===== src/rtl/rr_arbiter_4.sv =====
// Four-requester round-robin arbiter with registered index/valid outputs and a one-cycle gap
// between grants. Define RR_ARB_TIMEOUT_EN to enable forced release after HOLD_MAX held cycles.
module rr_arbiter_4 #(
  parameter int unsigned HOLD_MAX = 15
) (
  input  logic       clk,
  input  logic       rst,
  input  logic [3:0] req,
  input  logic       done,
  output logic [1:0] gnt_idx,
  output logic       gnt_valid,
  output logic       timeout
);

  if (HOLD_MAX < 1 || HOLD_MAX > 255) begin : gen_hold_max_check
    $error("rr_arbiter_4: HOLD_MAX must be in 1..255");
  end

  typedef enum logic [0:0] {StIdle, StGrant} state_e;

  state_e     state_q, state_d;
  logic [1:0] ptr_q, ptr_d;
  logic [1:0] idx_q, idx_d;
  logic       valid_q, valid_d;
  logic [1:0] sel_idx;
  logic       sel_found;
  logic       rel_normal;

`ifdef RR_ARB_TIMEOUT_EN
  logic [7:0] cnt_q, cnt_d;
  logic [7:0] cnt_next;
  logic       limit_hit;
  logic       tmo_q, tmo_d;
`endif

  // First set request scanning upward from the pointer, wrapping modulo 4.
  always_comb begin
    sel_idx   = ptr_q;
    sel_found = 1'b0;
    for (int i = 0; i < 4; i++) begin
      logic [1:0] cand;
      cand = ptr_q + 2'(i);
      if (!sel_found && req[cand]) begin
        sel_idx   = cand;
        sel_found = 1'b1;
      end
    end
  end

  always_comb begin
    state_d    = state_q;
    ptr_d      = ptr_q;
    idx_d      = idx_q;
    valid_d    = valid_q;
    rel_normal = done | ~req[idx_q];
`ifdef RR_ARB_TIMEOUT_EN
    cnt_d     = cnt_q;
    tmo_d     = 1'b0;
    cnt_next  = cnt_q + 8'd1;
    // cnt_next counts held cycles including the current one.
    limit_hit = (cnt_next == 8'(HOLD_MAX));
`endif
    unique case (state_q)
      StIdle: begin
        valid_d = 1'b0;
        if (sel_found) begin
          idx_d   = sel_idx;
          valid_d = 1'b1;
          state_d = StGrant;
`ifdef RR_ARB_TIMEOUT_EN
          cnt_d   = 8'd0;
`endif
        end
      end
      StGrant: begin
`ifdef RR_ARB_TIMEOUT_EN
        if (rel_normal || limit_hit) begin
          valid_d = 1'b0;
          ptr_d   = idx_q + 2'd1;
          state_d = StIdle;
          tmo_d   = ~rel_normal;
        end else begin
          cnt_d = cnt_next;
        end
`else
        if (rel_normal) begin
          valid_d = 1'b0;
          ptr_d   = idx_q + 2'd1;
          state_d = StIdle;
        end
`endif
      end
      default: begin
        state_d = StIdle;
        valid_d = 1'b0;
      end
    endcase
  end

  always_ff @(posedge clk or posedge rst) begin
    if (rst) begin
      state_q <= StIdle;
      ptr_q   <= 2'd0;
      idx_q   <= 2'd0;
      valid_q <= 1'b0;
    end else begin
      state_q <= state_d;
      ptr_q   <= ptr_d;
      idx_q   <= idx_d;
      valid_q <= valid_d;
    end
  end

`ifdef RR_ARB_TIMEOUT_EN
  always_ff @(posedge clk or posedge rst) begin
    if (rst) begin
      cnt_q <= 8'd0;
      tmo_q <= 1'b0;
    end else begin
      cnt_q <= cnt_d;
      tmo_q <= tmo_d;
    end
  end

  assign timeout = tmo_q;
`else
  assign timeout = 1'b0;
`endif

  assign gnt_idx   = idx_q;
  assign gnt_valid = valid_q;

endmodule


===== config.mk =====
export PLATFORM = sky130hd
export DESIGN_NAME = rr_arbiter_4
export DESIGN_NICKNAME = d
export VERILOG_FILES = /design/src/rtl/rr_arbiter_4.sv
export SDC_FILE = /design/constraint.sdc
export NUM_CORES = 1
export LEC_CHECK = 0
export CELL_PAD_IN_SITES_DETAIL_PLACEMENT = 1
export CELL_PAD_IN_SITES_GLOBAL_PLACEMENT = 2
export CORE_MARGIN = 2
export CORE_UTILIZATION = 26
export DETAILED_ROUTE_END_ITERATION = 8
export GPL_TIMING_DRIVEN = 0
export MAX_ROUTING_LAYER = met4
export PLACE_DENSITY = 0.72
export SLEW_MARGIN = 10
export SYNTH_ARGS = -nofsm -noshare
export SYNTH_HDL_FRONTEND = slang
export SYNTH_SLANG_ARGS = --single-unit

===== constraint.sdc =====
create_clock -name clk -period 2 [get_ports clk]
set_clock_uncertainty 0.15 [all_clocks]
set_input_delay 0.6 -clock clk [delete_from_list [all_inputs] [get_ports clk]]
set_output_delay 0.6 -clock clk [all_outputs]
set_load 0.01 [all_outputs]

# After elaboration in Yosys (flattened, before gate mapping)

Index checks and enable logic that the tools add are counted.

Register bits after elaboration: 6
Latch bits: 0
RAM bits: 0
ROM bits: 0
Output and inout bits: 4
Logic and storage cells: 47
Memories: 0

Add/subtract/negate cells: 4
Multiply operators: 0
Divide/modulo/power cells: 0
Order comparisons: 5
Equal/unequal tests: 1
Shift-type cells: 0
Mux-type cells: 22
Bitwise gates (word level): 3
Reduce and logical (&&, ||, !) cells: 8

Operators by type and width:

| cell                                                                     | number |
|---|---|
| 2-bit by 3-bit < comparator with 1-bit output (second input constant)    | 5 |
| 1-bit two-way mux                                                        | 12 |
| 1-bit binary-select mux with 2-bit select                                | 5 |
| 2-bit two-way mux                                                        | 3 |
| 2-bit by 1-bit adder with 2-bit output (second input constant)           | 2 |
| 2-bit adder (second input constant)                                      | 2 |
| 1-bit case mux with 2 select lines                                       | 2 |
| 2-bit AND reduction                                                      | 2 |
| 1-bit logical AND                                                        | 3 |
| 1-bit zero test                                                          | 3 |
| 2-bit by 1-bit inequality test with 1-bit output (second input constant) | 1 |
| 1-bit NOT                                                                | 2 |
| 1-bit bitwise OR                                                         | 1 |

# Logic depth before layout (Yosys ltp)

Gate-level depths: netlist of run 1.

Depth after elaboration: 14
Depth in mapped cells: 5
Depth with buffers taken out: 4

# Worst setup path before layout of run 1

No wires, ideal clock.

Path type: input-to-reg
From: input port req[0]
To: register ptr_q[0]
Setup time: 0.080 ns
Arrival: 1.551 ns
Required time: 1.770 ns
Slack: 0.220 ns
Stages: 5
Buffers on the path: 1
Path through: buf_6 mux4_2 nor2b_4 nor2_4 mux2i_1

Cells in the longest elaborated chain, start to end: 5

Ends and longest elaborated chain:

| element                                   | line | RTL |
|---|---|---|
| start: declaration                        | 8    | `input logic [3:0] req,` |
| 1-bit binary-select mux with 2-bit select | 55   | `rel_normal = done \| ~req[idx_q];` |
| 1-bit two-way mux (not written as such)   | 55   |  |
| 1-bit NOT                                 | 55   |  |
| 1-bit bitwise OR                          | 55   |  |
| 2-bit AND reduction (no line)             | -    |  |
| end signal: assignment                    | 108  | `ptr_q <= ptr_d;` |
| end: declaration                          | 22   | `logic [1:0] ptr_q, ptr_d;` |

No other way between the ends. The select of a mux whose other input is x is not followed.
A chain may end at the register's enable or synchronous reset.

# Final worst setup path of run 1

From: register idx_q[0], in the netlist gnt_idx[0]
To: output port gnt_idx[0]

RTL lines:

| element                  | line | RTL |
|---|---|---|
| start: declaration       | 23   | `logic [1:0] idx_q, idx_d;` |
| start signal: assignment | 109  | `idx_q <= idx_d;` |
| end: declaration         | 10   | `output logic [1:0] gnt_idx,` |

No word-level cell between the ends.

==> results of run 1 <==
## cell usage after synthesis
cell,instances,area share (%)
o221ai_1,1,2.1
o41ai_2,1,3.8
o31ai_1,1,1.8
o21ai_1,1,1.2
nor2b_4,1,3.3
inv_1,4,3.5
nand2_1,6,5.3
mux4_2,1,5.3
nor4bb_1,1,2.4
nor2_1,2,1.8
nor2_4,1,2.7
mux2i_1,2,4.7
o21ai_0,1,1.2
conb_1,1,0.89
nand3_1,1,1.2
a31oi_1,1,1.5
buf_4,1,1.8
nor2b_1,3,4.4
a21oi_1,4,4.7
mux2_2,1,2.7
xnor2_1,1,2.1
o32ai_1,1,2.1
buf_6,1,2.7
o22ai_1,1,1.5
dfrtp_1,6,36
## cells in the final DEF, fill, tap and decap left out, types with 2 or more instances in the layout
cell,synthesis,final
a21oi_1,4,4
clkbuf_4,0,3
clkdlybuf4s50_1,0,5
dfrtp_1,6,4
dfrtp_2,0,2
dlygate4sd2_1,0,3
inv_1,4,4
mux2i_1,2,2
nand2_1,6,6
nor2_1,2,2
nor2b_1,3,3
## where the power goes
part	internal [mW]	switching, mW	total, mW
Sequential	0.190	0.0834	0.273
Clock	0.0675	0.0380	0.105
Combinational	0.204	0.155	0.360
Total	0.462	0.277	0.738
## flip-flops by register name, summed over array words and instances (netlist names)
signal / flops
gnt_idx: 2
gnt_valid: 1
ptr_q: 2
state_q: 1
## worst max path at each step
stage,start,cells after the start,slack (ns),end
after floorplan,req[0],5,0.22,ptr_q[0]
final,gnt_idx[0],1,0.05,gnt_idx[0]
after global routing,gnt_idx[0],1,0.01,gnt_idx[0]
after detailed placement,req[1],5,-0.34,ptr_q[1]
after CTS,gnt_idx[1],1,0.03,gnt_idx[1]
after global placement,req[1],5,-0.33,ptr_q[0]
## area by class of cell
| type | instances | area (sq um) | share of cell area [%] |
|---|---|---|---|
| clock buffer | 3 | 22.5 | 4.14 |
| buffer | 2 | 18.8 | 3.45 |
| multi-input combinational | 33 | 239 | 43.9 |
| timing repair buffer | 8 | 76.3 | 14.0 |
| sequential | 6 | 153 | 28.0 |
| tap | 16 | 20.0 | 3.68 |
| inverter | 4 | 15.0 | 2.76 |
## per-stage QoR
stage	instances	worst slack, ns
after CTS	72	0.0250
after global routing	72	0.0143
final	72	0.0535
after global placement	69	-0.326
after floorplan	45	0.220
after detailed placement	69	-0.342
## kinds of logic (layout without fill, tap and decap cells)
family	count (synthesis)	after routing	share of synthesized area, %
AND/OR/NAND/NOR	15	15	21.0
AO/OA/AOI/OAI	12	12	19.8
other	1	1	0.887
XOR/XNOR	1	1	2.07
multiplexers	4	4	12.7
buffers and inverters	6	17	7.99
flip-flops	6	6	35.5
## per-layer routing
| layer | wire length, microns | vias up | global-route usage, % |
|---|---|---|---|
| met5 | 0 | - | - |
| li1 | - | 180 | - |
| met2 | 440 | 2 | 14.7 |
| met4 | 0 | 0 | 1.82 |
| met3 | 13 | 0 | 0.408 |
| met1 | 446 | 181 | 15.2 |
## repair_timing
action	in CTS	in global routing
pin swaps	0	0
setup buffers	0	0
setup endpoints to repair	6	1
cloned	0	0
resized for setup	4	1
==> out/qor.txt, run 1 <==
Worst R2R Start -> gnt_idx[0]
GRT Total Usage -> 9.97%
CTS tree -> built
DR vias/cell -> 5.04
drt pass-1 iters -> 1
CP Max Fanout -> 5
Final Power -> 0.738 mW
Initial Util -> 27.8%
Max-Cap Viols -> 0
clock buffer depth -> 2
routability congestion estimate -> 0.675
IO Count -> 11
number of global-route vias before repair -> 326
final core area utilization -> 35.7%
antenna cell count -> 0
cts hold-fix bufs -> 0
Antenna Violating Nets Remaining -> 0
slowest cell on the critical path -> clkdlybuf4s50_1
# rows -> 14
FF-to-FF setup slack -> 0.41 ns
worst hold slack -> 0.353 ns
Port-buffer cells -> 8
RR Endpoint -> ptr_q[1]
RSZ-0062 raised after global routing -> false
Mapped Cells -> 45
Arrival @ worst endpoint -> 1.20 ns
Worst slew margin -> 60.5%
gr ovfl total -> 0
Routed WL per cell -> 12.5 microns
endpoint class of the critical path -> primary output
Net Count, Synth -> 52
Hold Path Sink -> gnt_valid
Worst Min Path Start -> gnt_valid
post-layout net count -> 65
cts bufs inserted -> 3
status -> completed
die height -> 44.3 microns
area grow syn2layout -> 28.7%
clk_lat worst skew -> 0.23 ns
Die X -> 44.3 microns
HPWL after detailed placement -> 695 microns
Post-DP Area -> 523 sq um
warnings from Yosys -> 0
total number of vias -> 363
Worst VDD drop -> 0.358 mV
highest clock rate -> 514 MHz
CP required -> 1.25 ns
# fillers -> 189
Worst Path Buf+Inv -> 1
Mapped Area -> 423 sq um
clk slew on worst S/H paths -> 0.04 ns
Setup crit start kind -> flop
CTS H-tree depth -> 1
initial antenna violation count -> 0
ratio of cells with drive above 1 in the final layout -> 21.4%
max-slew violations -> 0
r2r worst-path depth -> 4
DRC Markers -> 0
Routed WL -> 899 microns
Iteration-0 DRC Markers -> 0
Slew @ Worst Pin -> 0.586 ns
setup tns final -> 0 ns
Setup CP Type -> reg -> out
Final Critical Period -> 1.95 ns
Final Cell Area -> 544 sq um
critical path's largest stage delay -> 0.55 ns
synth unique cells -> 25
DIE AREA -> 0.00197 sq mm
power per cell area -> 1360 mW/mm^2
first-pass GRT wire length -> 1480 microns
Core Footprint -> 0.00152 sq mm
CP Cell Sequence -> clkdlybuf4s50_1
CTS sink cnt -> 6
delay-heaviest family, CP -> buffers and inverters
register area share after synthesis -> 35.5%
Root Driver -> clkbuf_4
flops & latches, synth -> 6
Syn Area/Cell -> 9.40 sq um
Hold Vio Cnt, Final -> 0
Leak -> 0.235 nW
hold path cells -> 2
largest net degree at the start of global routing -> 10
period utilization -> 97.3%
Tightest Hold Check Type -> reg -> reg
Finish-stage setup viols -> 0
No activity file was read; power rests on OpenSTA's default activity.
==> run 2, diff against run 1 <==
MAX_ROUTING_LAYER = default   (was met4)
==> out/qor.txt, run 2 (synthesis results as in run 1) <==
antenna cell count -> 0
setup tns final -> 0 ns
uppermost layer routed -> met3
Worst Path Buf+Inv -> 1
CP Max Fanout -> 5
DRC Markers -> 0
Die X -> 44.3 microns
Slew @ Worst Pin -> 0.595 ns
Root Driver -> clkbuf_4
Routed WL per cell -> 12.4 microns
Leak -> 0.235 nW
status -> completed
Routed WL -> 893 microns
Worst slew margin -> 59.9%
gr ovfl total -> 0
DIE AREA -> 0.00197 sq mm
area grow syn2layout -> 28.7%
metal1 wirelength -> 450 microns
Initial Util -> 27.8%
Finish-stage setup viols -> 0
max-slew violations -> 0
total number of vias -> 364
first-pass GRT wire length -> 1480 microns
Arrival @ worst endpoint -> 1.20 ns
met3 wire len -> 13 microns
Setup crit start kind -> flop
most common cell after layout, fill and taps aside -> nand2_1
Antenna Violating Nets Remaining -> 0
drt pass-1 iters -> 2
largest net degree at the start of global routing -> 10
CTS sink cnt -> 6
WL met2 -> 428 microns
postcts setup bufs -> 0
CP required -> 1.25 ns
highest clock rate -> 514 MHz
Final Critical Period -> 1.95 ns
clock buffer depth -> 2
Setup CP Type -> reg -> out
Worst VDD drop -> 0.356 mV
DR vias/cell -> 5.06
routability congestion estimate -> 0.668
Iteration-0 DRC Markers -> 1
critical path's largest stage delay -> 0.55 ns
most frequent cells in the layout -> nand2_1 (6), clkdlybuf4s50_1 (5), a21oi_1 (4), inv_1 (4), dfrtp_1 (4)
# rows -> 14
Hold Vio Cnt, Final -> 0
Max-Cap Viols -> 0
die height -> 44.3 microns
CTS tree -> built
cts hold-fix bufs -> 0
Post-DP Area -> 523 sq um
endpoint class of the critical path -> primary output
Tightest Hold Check Type -> reg -> reg
cts bufs inserted -> 3
IO Count -> 11
GRT Total Usage -> 9.67%
delay-heaviest family, CP -> buffers and inverters
period utilization -> 97.3%
Core Footprint -> 0.00152 sq mm
number of global-route vias before repair -> 324
Final Cell Area -> 544 sq um
clk_lat worst skew -> 0.23 ns
power per cell area -> 1360 mW/mm^2
HPWL after detailed placement -> 695 microns
ratio of cells with drive above 1 in the final layout -> 21.4%
slowest cell on the critical path -> clkdlybuf4s50_1
post-layout net count -> 65
initial antenna violation count -> 0
clk slew on worst S/H paths -> 0.04 ns
CTS H-tree depth -> 1
RSZ-0062 raised after global routing -> false
Port-buffer cells -> 8
CP Cell Sequence -> clkdlybuf4s50_1
worst hold slack -> 0.353 ns
==> run 2: timing repair <==
action	4_1_cts	5_1_grt
endpoints found under the hold margin	0	0
resized for setup	4	1
endpoints found under the setup margin	6	1
pin swaps	0	0
==> run 2: area by class of cell <==
| type | instances | area [sq um] |
|---|---|---|
| clock buffers | 3 | 22.5 |
| flip-flops and latches | 6 | 153 |
| repair buffers | 8 | 76.3 |
| plain buffers | 2 | 18.8 |
| well taps | 16 | 20.0 |
| inverters | 4 | 15.0 |
| fillers | 189 | 980 |
| multi-input cells | 33 | 239 |
==> run 2: through the flow <==
| stage | setup slack (ns) | util (%) | power (mW) | instances |
|---|---|---|---|---|
| finish | 0.0541 | 35.7 | 0.738 | 72 |
| global route | 0.0132 | 35.7 | 0.798 | 72 |
| CTS | 0.0250 | 35.6 | 0.746 | 72 |
| detailed placement | -0.342 | 34.3 | 0.639 | 69 |
| global placement | -0.326 | 34.3 | 0.639 | 69 |
| floorplan | 0.220 | - | 0.505 | 45 |
==> run 2: worst paths after layout <==
check	endpoint	slack, ns	startpoint	cells past startpoint
worst max-delay path	gnt_idx[0]	0.05	gnt_idx[0]	1
worst max register to register	ptr_q[1]	0.41	gnt_idx[0]	4
worst min register to register	gnt_valid	0.35	gnt_valid	2
max in group asynchronous	gnt_idx[0]	1.05	rst	2
min in group asynchronous	ptr_q[1]	0.44	rst	2
worst min-delay path	gnt_valid	0.35	gnt_valid	2
==> run 2: power by group <==
group	total (mW)	internal, mW	switching, mW
logic	0.360	0.204	0.156
clock network	0.104	0.0674	0.0370
registers	0.273	0.190	0.0836
total	0.738	0.462	0.277
==> run 2: metal layers <==
metal  up-vias  GRT usage, %
met5         -             0
met4         0          1.82
met3         0         0.408
met2         2          14.4
met1       182          15.5
li1        180             -
==> run 2: worst reg2reg max path, cell delays in order (launching register included) <==
cell,delay [ns]
dfrtp_2,0.42
mux4_2,0.50
nor2b_4,0.15
nor2_4,0.10
mux2i_1,0.19
